===== config.mk =====
export PLATFORM = sky130hd
export DESIGN_NAME = freelist_ckpt
export DESIGN_NICKNAME = d
export VERILOG_FILES = /design/src/rtl/freelist_ckpt_pkg.sv /design/src/rtl/freelist_ckpt_psel.sv /design/src/rtl/freelist_ckpt.sv
export SDC_FILE = /design/constraint.sdc
export NUM_CORES = 2
export LEC_CHECK = 0
export ABC_AREA = 0
export CAP_MARGIN = 15
export CORE_UTILIZATION = 61
export DETAILED_ROUTE_END_ITERATION = 16
export DONT_BUFFER_PORTS = 1
export HOLD_SLACK_MARGIN = 0.06
export PLACE_DENSITY = 0.74
export SKIP_CTS_REPAIR_TIMING = 1
export SLEW_MARGIN = 20
export SYNTH_ARGS = -nofsm -noshare
export SYNTH_HDL_FRONTEND = slang
export SYNTH_HIERARCHICAL = 1
export SYNTH_SLANG_ARGS = --single-unit

===== constraint.sdc =====
create_clock -name clock -period 115.7 [get_ports clock]
set_input_delay 17.355 -clock clock [delete_from_list [all_inputs] [get_ports clock]]
set_output_delay 17.355 -clock clock [all_outputs]
set_load 0.05 [all_outputs]

===== src/rtl/freelist_ckpt_pkg.sv =====
// Shared definitions for the checkpointed physical-register freelist.
// Holds the sizing constants, the tag / checkpoint-id typedefs and a
// population-count helper. This package has no ports.
package freelist_ckpt_pkg;

  localparam int N            = 3;
  localparam int PR_COUNT     = 64;
  localparam int ARCH_COUNT   = 32;
  localparam int NUM_CKPT     = 4;
  localparam bit EXCLUDE_ZERO = 1'b1;

  localparam int TAG_W  = $clog2(PR_COUNT);
  localparam int CNT_W  = $clog2(N + 1);
  localparam int FC_W   = $clog2(PR_COUNT + 1);
  localparam int CK_W   = $clog2(NUM_CKPT);
  localparam int LANE_W = $clog2(N);

  typedef logic [TAG_W-1:0]    phys_tag_t;
  typedef logic [CK_W-1:0]     ckpt_id_t;
  typedef logic [PR_COUNT-1:0] tag_mask_t;
  typedef logic [NUM_CKPT-1:0] ckpt_mask_t;
  typedef logic [FC_W-1:0]     free_cnt_t;

  // Architectural tags 0..ARCH_COUNT-1 start out mapped; the rest are free.
  localparam tag_mask_t RESET_FREE =
    ~((tag_mask_t'(1) << ARCH_COUNT) - tag_mask_t'(1));

  function automatic free_cnt_t popcount(input tag_mask_t m);
    free_cnt_t c;
    c = '0;
    for (int i = 0; i < PR_COUNT; i++) begin
      c = c + free_cnt_t'(m[i]);
    end
    return c;
  endfunction

endpackage


===== src/rtl/freelist_ckpt_psel.sv =====
// psel_n: lowest-index-first priority selector.
// Ports:
//   req   - request bitmap, WIDTH bits
//   idx   - indices of the lowest PICKS set bits, ascending (unused lanes 0)
//   count - how many lanes of idx are meaningful, min(PICKS, popcount(req))
module psel_n #(
  parameter int WIDTH = 64,
  parameter int PICKS = 3,
  localparam int IDX_W = $clog2(WIDTH),
  localparam int CNT_W = $clog2(PICKS + 1)
) (
  input  logic [WIDTH-1:0]            req,
  output logic [PICKS-1:0][IDX_W-1:0] idx,
  output logic [CNT_W-1:0]            count
);

  always_comb begin
    int found;
    idx   = '0;
    found = 0;
    for (int i = 0; i < WIDTH; i++) begin
      if (req[i] && (found < PICKS)) begin
        for (int p = 0; p < PICKS; p++) begin
          if (p == found) idx[p] = IDX_W'(i);
        end
        found = found + 1;
      end
    end
    count = CNT_W'(found);
  end

endmodule


===== src/rtl/freelist_ckpt.sv =====
// freelist_ckpt: N-wide physical-register freelist with NUM_CKPT branch
// checkpoints for single-cycle misprediction recovery.
// Ports:
//   clock, reset_n                  - clock, async active-low reset
//   alloc_cnt                       - tags taken by Dispatch (lanes 0..alloc_cnt-1)
//   free_tags/free_avail/free_count - offered tags, how many offered, total free
//   retire_en/retire_tag            - per-lane tag returns from Retire
//   ckpt_free_valid/ckpt_free_id    - lowest unused checkpoint slot
//   ckpt_take/ckpt_lane             - branch dispatched in lane ckpt_lane claims the slot
//   resolve_en/resolve_id           - branch predicted correctly, release slot
//   recover_en/recover_id           - misprediction, restore slot
module freelist_ckpt
  import freelist_ckpt_pkg::*;
(
  input  logic                    clock,
  input  logic                    reset_n,
  input  logic [CNT_W-1:0]        alloc_cnt,
  output phys_tag_t [N-1:0]       free_tags,
  output logic [CNT_W-1:0]        free_avail,
  output free_cnt_t               free_count,
  input  logic [N-1:0]            retire_en,
  input  phys_tag_t [N-1:0]       retire_tag,
  output logic                    ckpt_free_valid,
  output ckpt_id_t                ckpt_free_id,
  input  logic                    ckpt_take,
  input  logic [LANE_W-1:0]       ckpt_lane,
  input  logic                    resolve_en,
  input  ckpt_id_t                resolve_id,
  input  logic                    recover_en,
  input  ckpt_id_t                recover_id
);

  tag_mask_t  free_q, free_d;
  free_cnt_t  free_count_q, free_count_d;
  ckpt_mask_t valid_q, valid_d;
  ckpt_mask_t older_q [NUM_CKPT];
  ckpt_mask_t older_d [NUM_CKPT];
  tag_mask_t  since_q [NUM_CKPT];
  tag_mask_t  since_d [NUM_CKPT];

  logic [CNT_W-1:0]        grant;
  logic                    take;
  tag_mask_t               alloc_mask, since_new, retire_mask, restored, live_since;
  ckpt_mask_t              kill, resolve_clr;
  logic                    retire_double, retire_live;
  logic [0:0][CK_W-1:0]    ckpt_pick;
  logic                    ckpt_pick_cnt;

  psel_n #(.WIDTH(PR_COUNT), .PICKS(N)) u_tag_sel (
    .req   (free_q),
    .idx   (free_tags),
    .count (free_avail)
  );

  psel_n #(.WIDTH(NUM_CKPT), .PICKS(1)) u_ckpt_sel (
    .req   (~valid_q),
    .idx   (ckpt_pick),
    .count (ckpt_pick_cnt)
  );

  assign ckpt_free_valid = ckpt_pick_cnt;
  assign ckpt_free_id    = ckpt_pick[0];
  assign free_count      = free_count_q;

  always_comb begin
    // A recovery squashes the whole dispatch group, so nothing is granted.
    grant = recover_en ? '0 : ((alloc_cnt > free_avail) ? free_avail : alloc_cnt);
    take  = ckpt_take && ckpt_free_valid && !recover_en;

    // Tags in lanes after the branch belong to the branch's shadow.
    alloc_mask = '0;
    since_new  = '0;
    for (int l = 0; l < N; l++) begin
      if (CNT_W'(l) < grant) begin
        alloc_mask[free_tags[l]] = 1'b1;
        if (LANE_W'(l) > ckpt_lane) since_new[free_tags[l]] = 1'b1;
      end
    end

    retire_mask   = '0;
    retire_double = 1'b0;
    for (int l = 0; l < N; l++) begin
      if (retire_en[l] && !(EXCLUDE_ZERO && (retire_tag[l] == '0))) begin
        retire_mask[retire_tag[l]] = 1'b1;
        if (free_q[retire_tag[l]]) retire_double = 1'b1;
      end
    end

    live_since = '0;
    for (int j = 0; j < NUM_CKPT; j++) begin
      if (valid_q[j]) live_since = live_since | since_q[j];
    end
    retire_live = |(retire_mask & live_since);

    // The recovered slot and every slot taken while it was live die together.
    kill     = '0;
    restored = '0;
    if (recover_en) begin
      restored         = since_q[recover_id];
      kill[recover_id] = 1'b1;
      for (int j = 0; j < NUM_CKPT; j++) begin
        if (valid_q[j] && older_q[j][recover_id]) kill[j] = 1'b1;
      end
    end

    resolve_clr = '0;
    if (resolve_en) resolve_clr[resolve_id] = 1'b1;

    free_d       = (free_q & ~alloc_mask) | retire_mask | restored;
    free_count_d = free_count_q + popcount(retire_mask) + popcount(restored)
                   - free_cnt_t'(grant);

    // Surviving older slots drop the restored tags so a later recovery of
    // them does not hand the same tags back a second time.
    for (int j = 0; j < NUM_CKPT; j++) begin
      valid_d[j] = valid_q[j];
      older_d[j] = older_q[j] & ~resolve_clr;
      since_d[j] = since_q[j];
      if (valid_q[j]) since_d[j] = (since_q[j] | alloc_mask) & ~restored;
      if (resolve_clr[j] || kill[j]) begin
        valid_d[j] = 1'b0;
        older_d[j] = '0;
        since_d[j] = '0;
      end
      if (take && (ckpt_free_id == CK_W'(j))) begin
        valid_d[j] = 1'b1;
        older_d[j] = valid_q & ~resolve_clr;
        since_d[j] = since_new;
      end
    end
  end

  always_ff @(posedge clock or negedge reset_n) begin
    if (!reset_n) begin
      free_q       <= RESET_FREE;
      free_count_q <= free_cnt_t'(PR_COUNT - ARCH_COUNT);
      valid_q      <= '0;
      older_q      <= '{default: '0};
      since_q      <= '{default: '0};
    end else begin
      free_q       <= free_d;
      free_count_q <= free_count_d;
      valid_q      <= valid_d;
      older_q      <= older_d;
      since_q      <= since_d;
    end
  end

  a_alloc_legal: assert property (@(posedge clock) disable iff (!reset_n)
    !recover_en |-> (alloc_cnt <= free_avail));
  a_retire_not_free: assert property (@(posedge clock) disable iff (!reset_n)
    !retire_double);
  a_retire_not_live: assert property (@(posedge clock) disable iff (!reset_n)
    !retire_live);
  a_take_has_slot: assert property (@(posedge clock) disable iff (!reset_n)
    (ckpt_take && !recover_en) |-> ckpt_free_valid);
  a_resolve_recover_ids: assert property (@(posedge clock) disable iff (!reset_n)
    (resolve_en && recover_en) |-> (resolve_id != recover_id));
  a_count_matches: assert property (@(posedge clock) disable iff (!reset_n)
    free_count_q == popcount(free_q));

endmodule


==> reports/metrics.csv <==
metric;value;unit
Worst path max stage delay;890;ps
Placer Congestion;1.04;
Max clock buf depth;3;
Setup CP Type;flip-flop to output port;
ys async rst share;1.00;
CP arrival;81240;ps
RSZ-0062 raised after global routing;false;
clk_skew;23.7;ps
Die ar.;61500;sq um
Max Clock Freq;0.0101;GHz
Vias;36621;
clk slew on worst S/H paths;60;ps
CP most frequent cell;ha_1;
DIE WIDTH;248;um
Root Buffer;clkbuf_16;
max-cap violations;0;
Worst Setup End Kind;output port;
Slew @ Worst Pin;1390;ps
GR Util All Layers;0.460;
Worst EP required;98350;ps
CTS tree;built;
I/O pin cnt;64;
WL final;144000;um
Yosys Warn Count;6;
Slew Limit Fails;0;
antenna violations before repair;14;
Routed wire per std cell;29.1;um
initial detailed-routing violation count;5587;
Layout Nets;4590;
CP max FO;14;
dpl hpwl;97600;um
ratio of cells with drive above 1 in the final layout;0.0877;
number of global-route vias before repair;34612;
synthesized cell area;36900;sq um
sequential element share of the synthesized area;0.234;
Rows;89;
CP startpoint kind;flip-flop;
Tmin final;98600;ps
main flop type after synthesis;dfrtp_1;
synth unique cells;107;
Final period util;0.852;
Slowest-stage cell, CP;nor3b_1;
Area growth, synth to finish;4.25;%
clk sinks;343;
final hold vios;0;
total negative slack;0;ps
Vias per Instance;7.40;
maximum level of the CTS H-tree;2;
Slew headroom;0.0709;
first-pass GRT wire length;213000;um
class of the worst hold path;flip-flop to flip-flop;
Avg Cell Area, Syn;8.55;sq um
syn nets;4769;
status;complete, no violations;
flop and latch count out of synthesis;343;
number of synthesized flops with an enable pin;0;
Synth Instances;4320;
total CTS buffers;39;
largest net degree at the start of global routing;344;
ANT nets after route;0;
DRC;0;
clk_lat worst skew;570;ps
initial core utilization;0.621;
core area;59500;sq um
die height;248;um
drt pass-1 iters;10;
Overflow after GRT;0;
IO Port Bufs;0;
final setup fails;0;
## cells in the mapped netlist, types with 20 or more instances
master	number	area [sq um]
nand3_1	97	485
nor3_1	29	145
clkbuf_1	160	601
o211ai_2	62	776
nand2_1	425	1600
nand2b_1	26	163
o22a_1	256	2240
a22oi_1	67	503
o311ai_1	62	543
a311o_1	43	430
nor2b_1	29	181
nand4_1	23	144
a21oi_1	770	3850
inv_1	299	1120
ha_1	295	3690
fa_1	120	2400
buf_6	20	225
buf_2	58	290
a31oi_1	29	181
nor3b_1	40	300
nand3b_1	34	255
o21ai_0	59	295
a22o_1	31	272
dfstp_2	33	867
o22ai_1	131	820
xnor2_1	89	780
mux2i_1	141	1410
nor2_1	114	428
dfrtp_1	310	7760
buf_4	30	225
and2_1	25	156
a211oi_1	73	548
## final timing paths
path,startpoint,end,slack (ps),cells after the start
max in group asynchronous,reset_n,since_q[87],98450,0
hold reg to reg,since_q[178],since_q[178],490,1
hold / removal,since_q[178],since_q[178],490,1
setup reg to reg,free_q[0],free_count[5],27100,349
min in group asynchronous,reset_n,since_q[8],16520,0
setup / recovery,free_q[0],free_tags[17],17100,328
## critical path: cells and delay by family, from the launching register on
kind / cells / cell delay [ps]
multiplexers: 5 / 1710
buffers and inverters: 62 / 8630
flip-flops: 1 / 380
AO/OA/AOI/OAI: 26 / 5540
AND/OR/NAND/NOR: 101 / 32310
XOR/XNOR: 71 / 17760
adder cells (fa/ha/maj): 63 / 14290
## metal layers
| metal | global-route usage | part of all wire |
|---|---|---|
| met5 | 0 | 0.00042 |
| met4 | 0.274 | 0.068 |
| met3 | 0.178 | 0.16 |
| met2 | 0.657 | 0.41 |
| met1 | 0.586 | 0.36 |
## per-stage QoR
step	worst slack, ps	area (sq um)	hold slack, ps	util	std cells
3_5_place_dp	18820	37200	477	0.625	4873
4_1_cts	17910	38500	488	0.647	4945
5_1_grt	10030	38500	492	0.647	4945
3_3_place_gp	21390	37200	469	0.625	4872
2_1_floorplan	24890	36900	459	-	4320
6_report	17100	38500	486	0.647	4946
## sequential cells by signal, indices dropped and copies added, names as in the netlist
| signal | count |
|---|---|
| valid_q | 4 |
| older_q | 12 |
| since_q | 256 |
| free_q | 64 |
| free_count | 7 |
## area by class of cell
type                    count  area [sq um]
inverters                 305          1150
multi-input cells        3385         26000
well taps                 773           967
clock inverters            11           126
repair buffers             67           504
flip-flops and latches    343          8630
fillers                  5153         21000
clock buffers              61          1140
diodes                      1          2.50
## cell usage in the layout (no fill, tap or decap), drive strengths merged, types with 23 or more instances in the layout
master	n
a211oi	74
a21oi	770
a22o	31
a22oi	67
a311o	43
a31oi	29
and2	28
buf	67
clkbuf	61
dfrtp	310
dfstp	33
fa	120
ha	295
inv	309
mux2i	142
nand2	426
nand2b	26
nand3	98
nand3b	35
nand4	23
nor2	124
nor2b	29
nor3	38
nor3b	55
o211ai	74
o21ai	63
o22a	256
o22ai	131
o311ai	66
xnor2	104
## cells by family (layout without fill, tap and decap cells)
logic type,Yosys count,count (layout),synth area share
fa+ha+maj,415,415,0.165
other cells,2,3,0.000203
simple gates,984,984,0.140
compound gates,1715,1715,0.315
mux,149,149,0.0411
buf+inv,592,444,0.0693
xor+xnor,120,120,0.0352
flops,343,343,0.234
Power is not shown: default switching activity piles up to over one toggle a cycle in this logic, so the estimate is an artifact.
